<file path="src/rtl/mul_share_ctrl.sv">
// Round-robin sequencer sharing one repeated-addition multiplier
// datapath among N requesters.
module mul_share_ctrl #(
  parameter int N = 4,
  parameter int W = 8
) (
  input  logic           clk,
  input  logic           rst,
  input  logic [N-1:0]   req,
  input  logic [N*W-1:0] a_in,
  input  logic [N*W-1:0] b_in,
  output logic [N-1:0]   gnt,
  output logic [N-1:0]   done,
  output logic [W-1:0]   res,
  output logic           busy,
  output logic [W-1:0]   op_a,
  output logic [W-1:0]   op_b,
  output logic           ldA,
  output logic           ldB,
  output logic           clrP,
  output logic           ldP,
  output logic           decB,
  input  logic [W-1:0]   p_in,
  input  logic           eqZ
);

  localparam int IW = (N > 1) ? $clog2(N) : 1;
  localparam logic [IW-1:0] LAST = IW'(N - 1);

  typedef enum logic [2:0] {
    S_IDLE,
    S_LDA,
    S_LDB,
    S_ADD,
    S_DONE
  } state_e;

  state_e          state_q, state_d;
  logic [IW-1:0]   ptr_q, ptr_d;
  logic [IW-1:0]   owner_q, owner_d;
  logic [W-1:0]    res_q, res_d;
  logic [N-1:0]    own_oh;
  logic [IW-1:0]   pick;
  logic            found;
  int              srch_k;

  // First set request at or after ptr, wrapping past N-1.
  always_comb begin
    found  = 1'b0;
    pick   = '0;
    srch_k = 0;
    for (int i = 0; i < N; i++) begin
      srch_k = int'(ptr_q) + i;
      if (srch_k >= N) srch_k = srch_k - N;
      if (!found && req[srch_k[IW-1:0]]) begin
        found = 1'b1;
        pick  = srch_k[IW-1:0];
      end
    end
  end

  assign own_oh = {{(N-1){1'b0}}, 1'b1} << owner_q;

  always_comb begin
    state_d = state_q;
    ptr_d   = ptr_q;
    owner_d = owner_q;
    res_d   = res_q;
    gnt     = '0;
    done    = '0;
    busy    = 1'b1;
    ldA     = 1'b0;
    ldB     = 1'b0;
    clrP    = 1'b0;
    ldP     = 1'b0;
    decB    = 1'b0;
    unique case (state_q)
      S_IDLE: begin
        busy = 1'b0;
        if (found) begin
          owner_d = pick;
          ptr_d   = (pick == LAST) ? '0 : pick + 1'b1;
          state_d = S_LDA;
        end
      end
      S_LDA: begin
        ldA     = 1'b1;
        gnt     = own_oh;
        state_d = S_LDB;
      end
      S_LDB: begin
        ldB     = 1'b1;
        clrP    = 1'b1;
        state_d = S_ADD;
      end
      S_ADD: begin
        // Gating on eqZ means b=0 performs no add at all.
        if (!eqZ) begin
          ldP  = 1'b1;
          decB = 1'b1;
        end else begin
          res_d   = p_in;
          state_d = S_DONE;
        end
      end
      S_DONE: begin
        done    = own_oh;
        state_d = S_IDLE;
      end
      default: state_d = S_IDLE;
    endcase
  end

  always_ff @(posedge clk) begin
    if (rst) begin
      state_q <= S_IDLE;
      ptr_q   <= '0;
      owner_q <= '0;
      res_q   <= '0;
    end else begin
      state_q <= state_d;
      ptr_q   <= ptr_d;
      owner_q <= owner_d;
      res_q   <= res_d;
    end
  end

  assign res  = res_q;
  assign op_a = busy ? a_in[owner_q*W +: W] : '0;
  assign op_b = busy ? b_in[owner_q*W +: W] : '0;

endmodule

</file>
<file path="config.mk">
export PLATFORM = sky130hd
export DESIGN_NAME = mul_share_ctrl
export DESIGN_NICKNAME = d
export VERILOG_FILES = /design/src/rtl/mul_share_ctrl.sv
export SDC_FILE = /design/constraint.sdc
export NUM_CORES = 1
export LEC_CHECK = 0
export ABC_CLOCK_PERIOD_IN_PS = 3300
export CELL_PAD_IN_SITES_DETAIL_PLACEMENT = 0
export CELL_PAD_IN_SITES_GLOBAL_PLACEMENT = 1
export CORE_ASPECT_RATIO = 1.2
export CORE_MARGIN = 5
export CORE_UTILIZATION = 22
export CTS_BUF_LIST = sky130_fd_sc_hd__clkbuf_4 sky130_fd_sc_hd__clkbuf_8
export CTS_CLUSTER_SIZE = 12
export DETAILED_ROUTE_END_ITERATION = 10
export GPL_TIMING_DRIVEN = 1
export PLACE_DENSITY = 0.94
export REMOVE_ABC_BUFFERS = 1
export SLEW_MARGIN = 20
export SYNTH_ARGS = -nofsm -noshare
export SYNTH_HDL_FRONTEND = slang
export SYNTH_SLANG_ARGS = --single-unit
</file>
<file path="constraint.sdc">
create_clock -name clk -period 3.3 [get_ports clk]
set_input_delay 0.99 -clock clk [delete_from_list [all_inputs] [get_ports clk]]
set_output_delay 0.99 -clock clk [all_outputs]
set_load 0.05 [all_outputs]
</file>
== Yosys cells after proc, flatten, opt, wreduce, memory -nomap -nowiden ==
Index checks and enable logic that the tools add are counted.

* Add/subtract/negate cells: 8
* Multiply operators: 0
* Divide/modulo/power cells: 0
* $lt $le $gt $ge: 8
* Equality and inequality tests: 7
* Shift operators: 3
* Multiplexer cells: 33
* Bitwise logic cells: 0
* Reduce and logical (&&, ||, !) cells: 10

{| class="wikitable"
|+ Operator list
! kind !! count
|-
| $shiftx A32 B6 Y8 || 2
|-
| $mux W2 || 9
|-
| $mux W8 || 2
|-
| $mux W1 || 13
|-
| $lt A2 B3 Y1 const B || 4
|-
| $pmux W3 S4 || 1
|-
| $ge A3 B3 Y1 const B || 3
|-
| $bmux W1 S2 || 4
|-
| $mux W4 || 2
|-
| $sub A2 B1 Y2 const B || 4
|-
| $add A2 B2 Y3 const B || 2
|-
| $eq A3 B2 Y1 const B || 2
|-
| $mux W3 || 2
|-
| $reduce_and A2 Y1 || 3
|-
| $ne A2 B2 Y1 const B || 2
|-
| $shl A1 B2 Y4 const A || 1
|-
| $add A2 B1 Y3 const B || 1
|-
| $eq A3 B1 Y1 const B || 1
|-
| $eq A3 B3 Y1 const B || 1
|-
| $ge A2 B3 Y1 const B || 1
|-
| $logic_and A1 B1 Y1 || 3
|-
| $logic_not A1 Y1 || 3
|-
| $logic_not A3 Y1 || 1
|-
| $add A2 B1 Y2 const B || 1
|-
| $eq A2 B2 Y1 const B || 1
|}

* Bits in registers: 15
* Latch bits: 0
* Bits in writable memories: 0
* Memory bits (read-only): 0
* Input port bits: 79
* Output and inout port bits: 38
* Word-level logic and storage cells: 73
* Memories kept: 0

== Depth between registers and ports, before layout ==
* Word-level depth: 16
* Mapped depth: 6

== Worst setup path before layout ==
Ideal clock, no wire load.

* Kind: input port to output port
* Start point: input port a_in[8]
* End point: output port op_a[0]
* Arrival: 1,912 ps
* Path slack: 398 ps
* Stages: 2
* Buffers on the path: 0
* Path through: mux4_2 -> nor2b_1

* Word-level cells in the longest chain between the ends: 2

{| class="wikitable"
|+ RTL lines
! what !! line !! source
|-
| start, declared || 10 || <nowiki>input logic [N*W-1:0] a_in,</nowiki>
|-
| $shiftx A32 B6 Y8 || 129 || <nowiki>assign op_a = busy ? a_in[owner_q*W +: W] : '0;</nowiki>
|-
| $mux W8 || 129 ||
|-
| end, declared || 16 || <nowiki>output logic [W-1:0] op_a,</nowiki>
|}

Every way passes these cells.

== Worst setup path in the final report ==
* Start point: input port b_in[28]
* End point: output port op_b[4]

* Word-level cells in the longest chain between the ends: 2

{| class="wikitable"
|+ RTL lines
! what !! line !! source
|-
| start, declared || 11 || <nowiki>input logic [N*W-1:0] b_in,</nowiki>
|-
| $shiftx A32 B6 Y8 || 130 || <nowiki>assign op_b = busy ? b_in[owner_q*W +: W] : '0;</nowiki>
|-
| $mux W8 || 130 ||
|-
| end, declared || 17 || <nowiki>output logic [W-1:0] op_b,</nowiki>
|}

Every way passes these cells.

==> out/metrics.cfg <==
[status]
status=complete, no violations

[logic_synthesis]
synth-edff-count=0
synth-compound-area-share_pct=10.7
yosys-top-cells-area=mux4_2 (29%), dfxtp_1 (25%), nor2b_1 (8.7%)
synth.avg_cell_area_um2=9.05
syn_area_um2=1220
ys_seq_area_share_pct=24.6
synthArstFlopShare_pct=0
synth-seq-cells=15
yosys.area_share.xor_xnor_pct=0.716
synth.distinct_cells=28
synthSimpleGateAreaFrac_pct=26.9
synthTopCellsByCount=nand2_1 (19), nor2b_1 (17), mux4_2 (16)
ys_warn_count=0
synth_top_family_by_area=multiplexers
synth_most_common_cell=nand2_1
yosys.area.top_type=mux4_2
synth_adder_area_share_pct=0
synthFlopType=dfxtp_1
syn_inst=135
synthMuxAreaShare_pct=31.1
yosysTopAreaCellShare_pct=29.5

[route]
vias=1424
drcViolationCount=0
viasPerCell=4.56
avgRoutedWirePerCell_um=15.5
drtIter0Drc=28
first_pass_iters=3
routed_wl_mm=4.84
antenna_left=0

[worst_setup_path]
worstPathRequired_ps=2310
worstSetupStartpointType=primary input
cp-end-kind=output pin
crit_arrival_ps=2220
crit_type=in -> out
reg2reg_from=state_q[0]
endpoint=op_b[4]
critPathMaxFanout=1
startpoint=b_in[28]
r2r-end=res[2]
r2r_cells=4
r2r_slack_ps=1880

[cells_and_area]
utilization_pct=46.3
drive_gt1_share_pct=21.6
antenna_cells=0
layout.filler_cells=515
syn2layout_area_growth_pct=102
finalNetCount=330

[sta]
skew_ps=3.23
fmax_ghz=0.312
setup_viol=0
slew_viol_final=0
grt_setup_unrepaired=false
fin_crit_ps=3210
fin_ws_ps=90.5
setup_tns_ps=0
period_share_pct=97.3
fin_hold_ws_ps=460
tightest_slew_ps=568
hold_violations=0
relSlewSlack_pct=62.0

[power_and_ir_drop]
clockPowerShare_pct=17.0
p_sw_mw=0.361
power_density_nw_per_um2=361
p_int_mw=0.531
p_comb_share_pct=59.0
finalPower_mw=0.892
seqPwrFrac_pct=24.0
ir_drop_uv=241
leakagePower_nw=0.940
p_sw_share_pct=40.5

[min_path]
hold_path_class=reg -> reg

[die]
ios=117
die_y_um=91.7
coreArea_um2=5330
fp.dieArea_um2=7150
die_w_um=78.0
initial_core_util_pct=22.9
rows=29

[clock_tree]
clk_latency_ps=250
clock_path_buffers=2
postCtsSetupRepairBufs=0
cts_buffers=3
ctsResizeCount=0
holdBufCountCts=0
cts.sinks=15
cts_tree=built
htree_levels=1
root_buffer=clkbuf_8
clk_pin_slew_worst_paths_ps=70

[global_route]
overflow=0
grt_pass1_wl_mm=7.43
grt_pass1_vias=1483
antenna_found_initial=0
grt_max_degree=17
grtUsageTotal_pct=12.5

[flow_run]
drv_cap=0

[placement]
place_ws_ps=88.0
dp_hpwl_mm=4.09
port-buffer-count=116
place.gp.congestion=0.761

## power groups by stage
| stage | sequential (mW) | clock (mW) | combinational (mW) |
|---|---|---|---|
| after floorplan | 0.237 | 0 | 0.299 |
| after global placement | 0.218 | 0 | 0.528 |
| after detailed placement | 0.219 | 0 | 0.531 |
| after CTS | 0.215 | 0.159 | 0.533 |
| after global routing | 0.217 | 0.165 | 0.558 |
| final | 0.214 | 0.151 | 0.526 |
## registers in the layout, summed over array words and instances, names as in the netlist
| name | count |
|---|---|
| state_q | 3 |
| owner_q | 2 |
| res | 8 |
| ptr_q | 2 |
## worst min-delay path by stage
| stage | start | to | slack, ps | cells after the start |
|---|---|---|---|---|
| finish | res[7] | res[7] | 460 | 2 |
| global route | res[5] | res[5] | 490 | 2 |
| CTS | res[7] | res[7] | 460 | 2 |
| detailed placement | res[7] | res[7] | 450 | 2 |
| global placement | res[3] | res[3] | 440 | 2 |
| floorplan | ptr_q[0] | ptr_q[0] | 510 | 2 |
## worst max-delay path: stages
cell and delay [ps]:
clkdlybuf4s50_1 390, mux4_2 470, nor2b_1 170, buf_4 200
## final cells by class
type / instances / area (um2) / area share, %
inverter: 6 / 22.5 / 0.912
clock buffer: 3 / 41.3 / 1.67
clock inverter: 1 / 7.51 / 0.304
multi-input combinational: 104 / 850 / 34.4
timing repair buffer: 121 / 1170 / 47.4
sequential: 15 / 300 / 12.2
tap: 62 / 77.6 / 3.14
## logic make-up (layout without fill, tap and decap cells)
family                 after synthesis  after routing
AND/OR/NAND/NOR                     65             65
AO/OA/AOI/OAI                       20             20
multiplexers                        18             18
buffers and inverters               16            131
flip-flops                          15             15
XOR/XNOR                             1              1
## routing by layer
metal / part of all wire [%] / routed length, um / vias to the layer above / track usage, %
met2: 47 / 2280 / 85 / 22.1
met5: 0 / 0 / - / 0
met3: 11 / 545 / 0 / 4.02
li1: - / - / 705 / -
met1: 42 / 2020 / 634 / 15.4
met4: 0 / 0 / 0 / 0.845
## cells in the final DEF (no fill, tap or decap), types with 3 or more instances in the layout
cell type / Yosys / routed
clkbuf_8: 0 / 3
mux4_2: 16 / 16
dfxtp_1: 15 / 15
inv_1: 4 / 4
nor2_1: 15 / 15
clkdlybuf4s50_1: 0 / 93
buf_4: 2 / 25
nor2b_1: 17 / 17
nand2_1: 19 / 19
nand2b_1: 5 / 5
a21oi_1: 12 / 12
## per-stage QoR
stage	instance area [um2]	std cells
after floorplan	1170	125
final	2470	312
after global placement	2420	308
after detailed placement	2420	308
after global routing	2470	312
after CTS	2470	312
(Power assumes the default switching activity.)
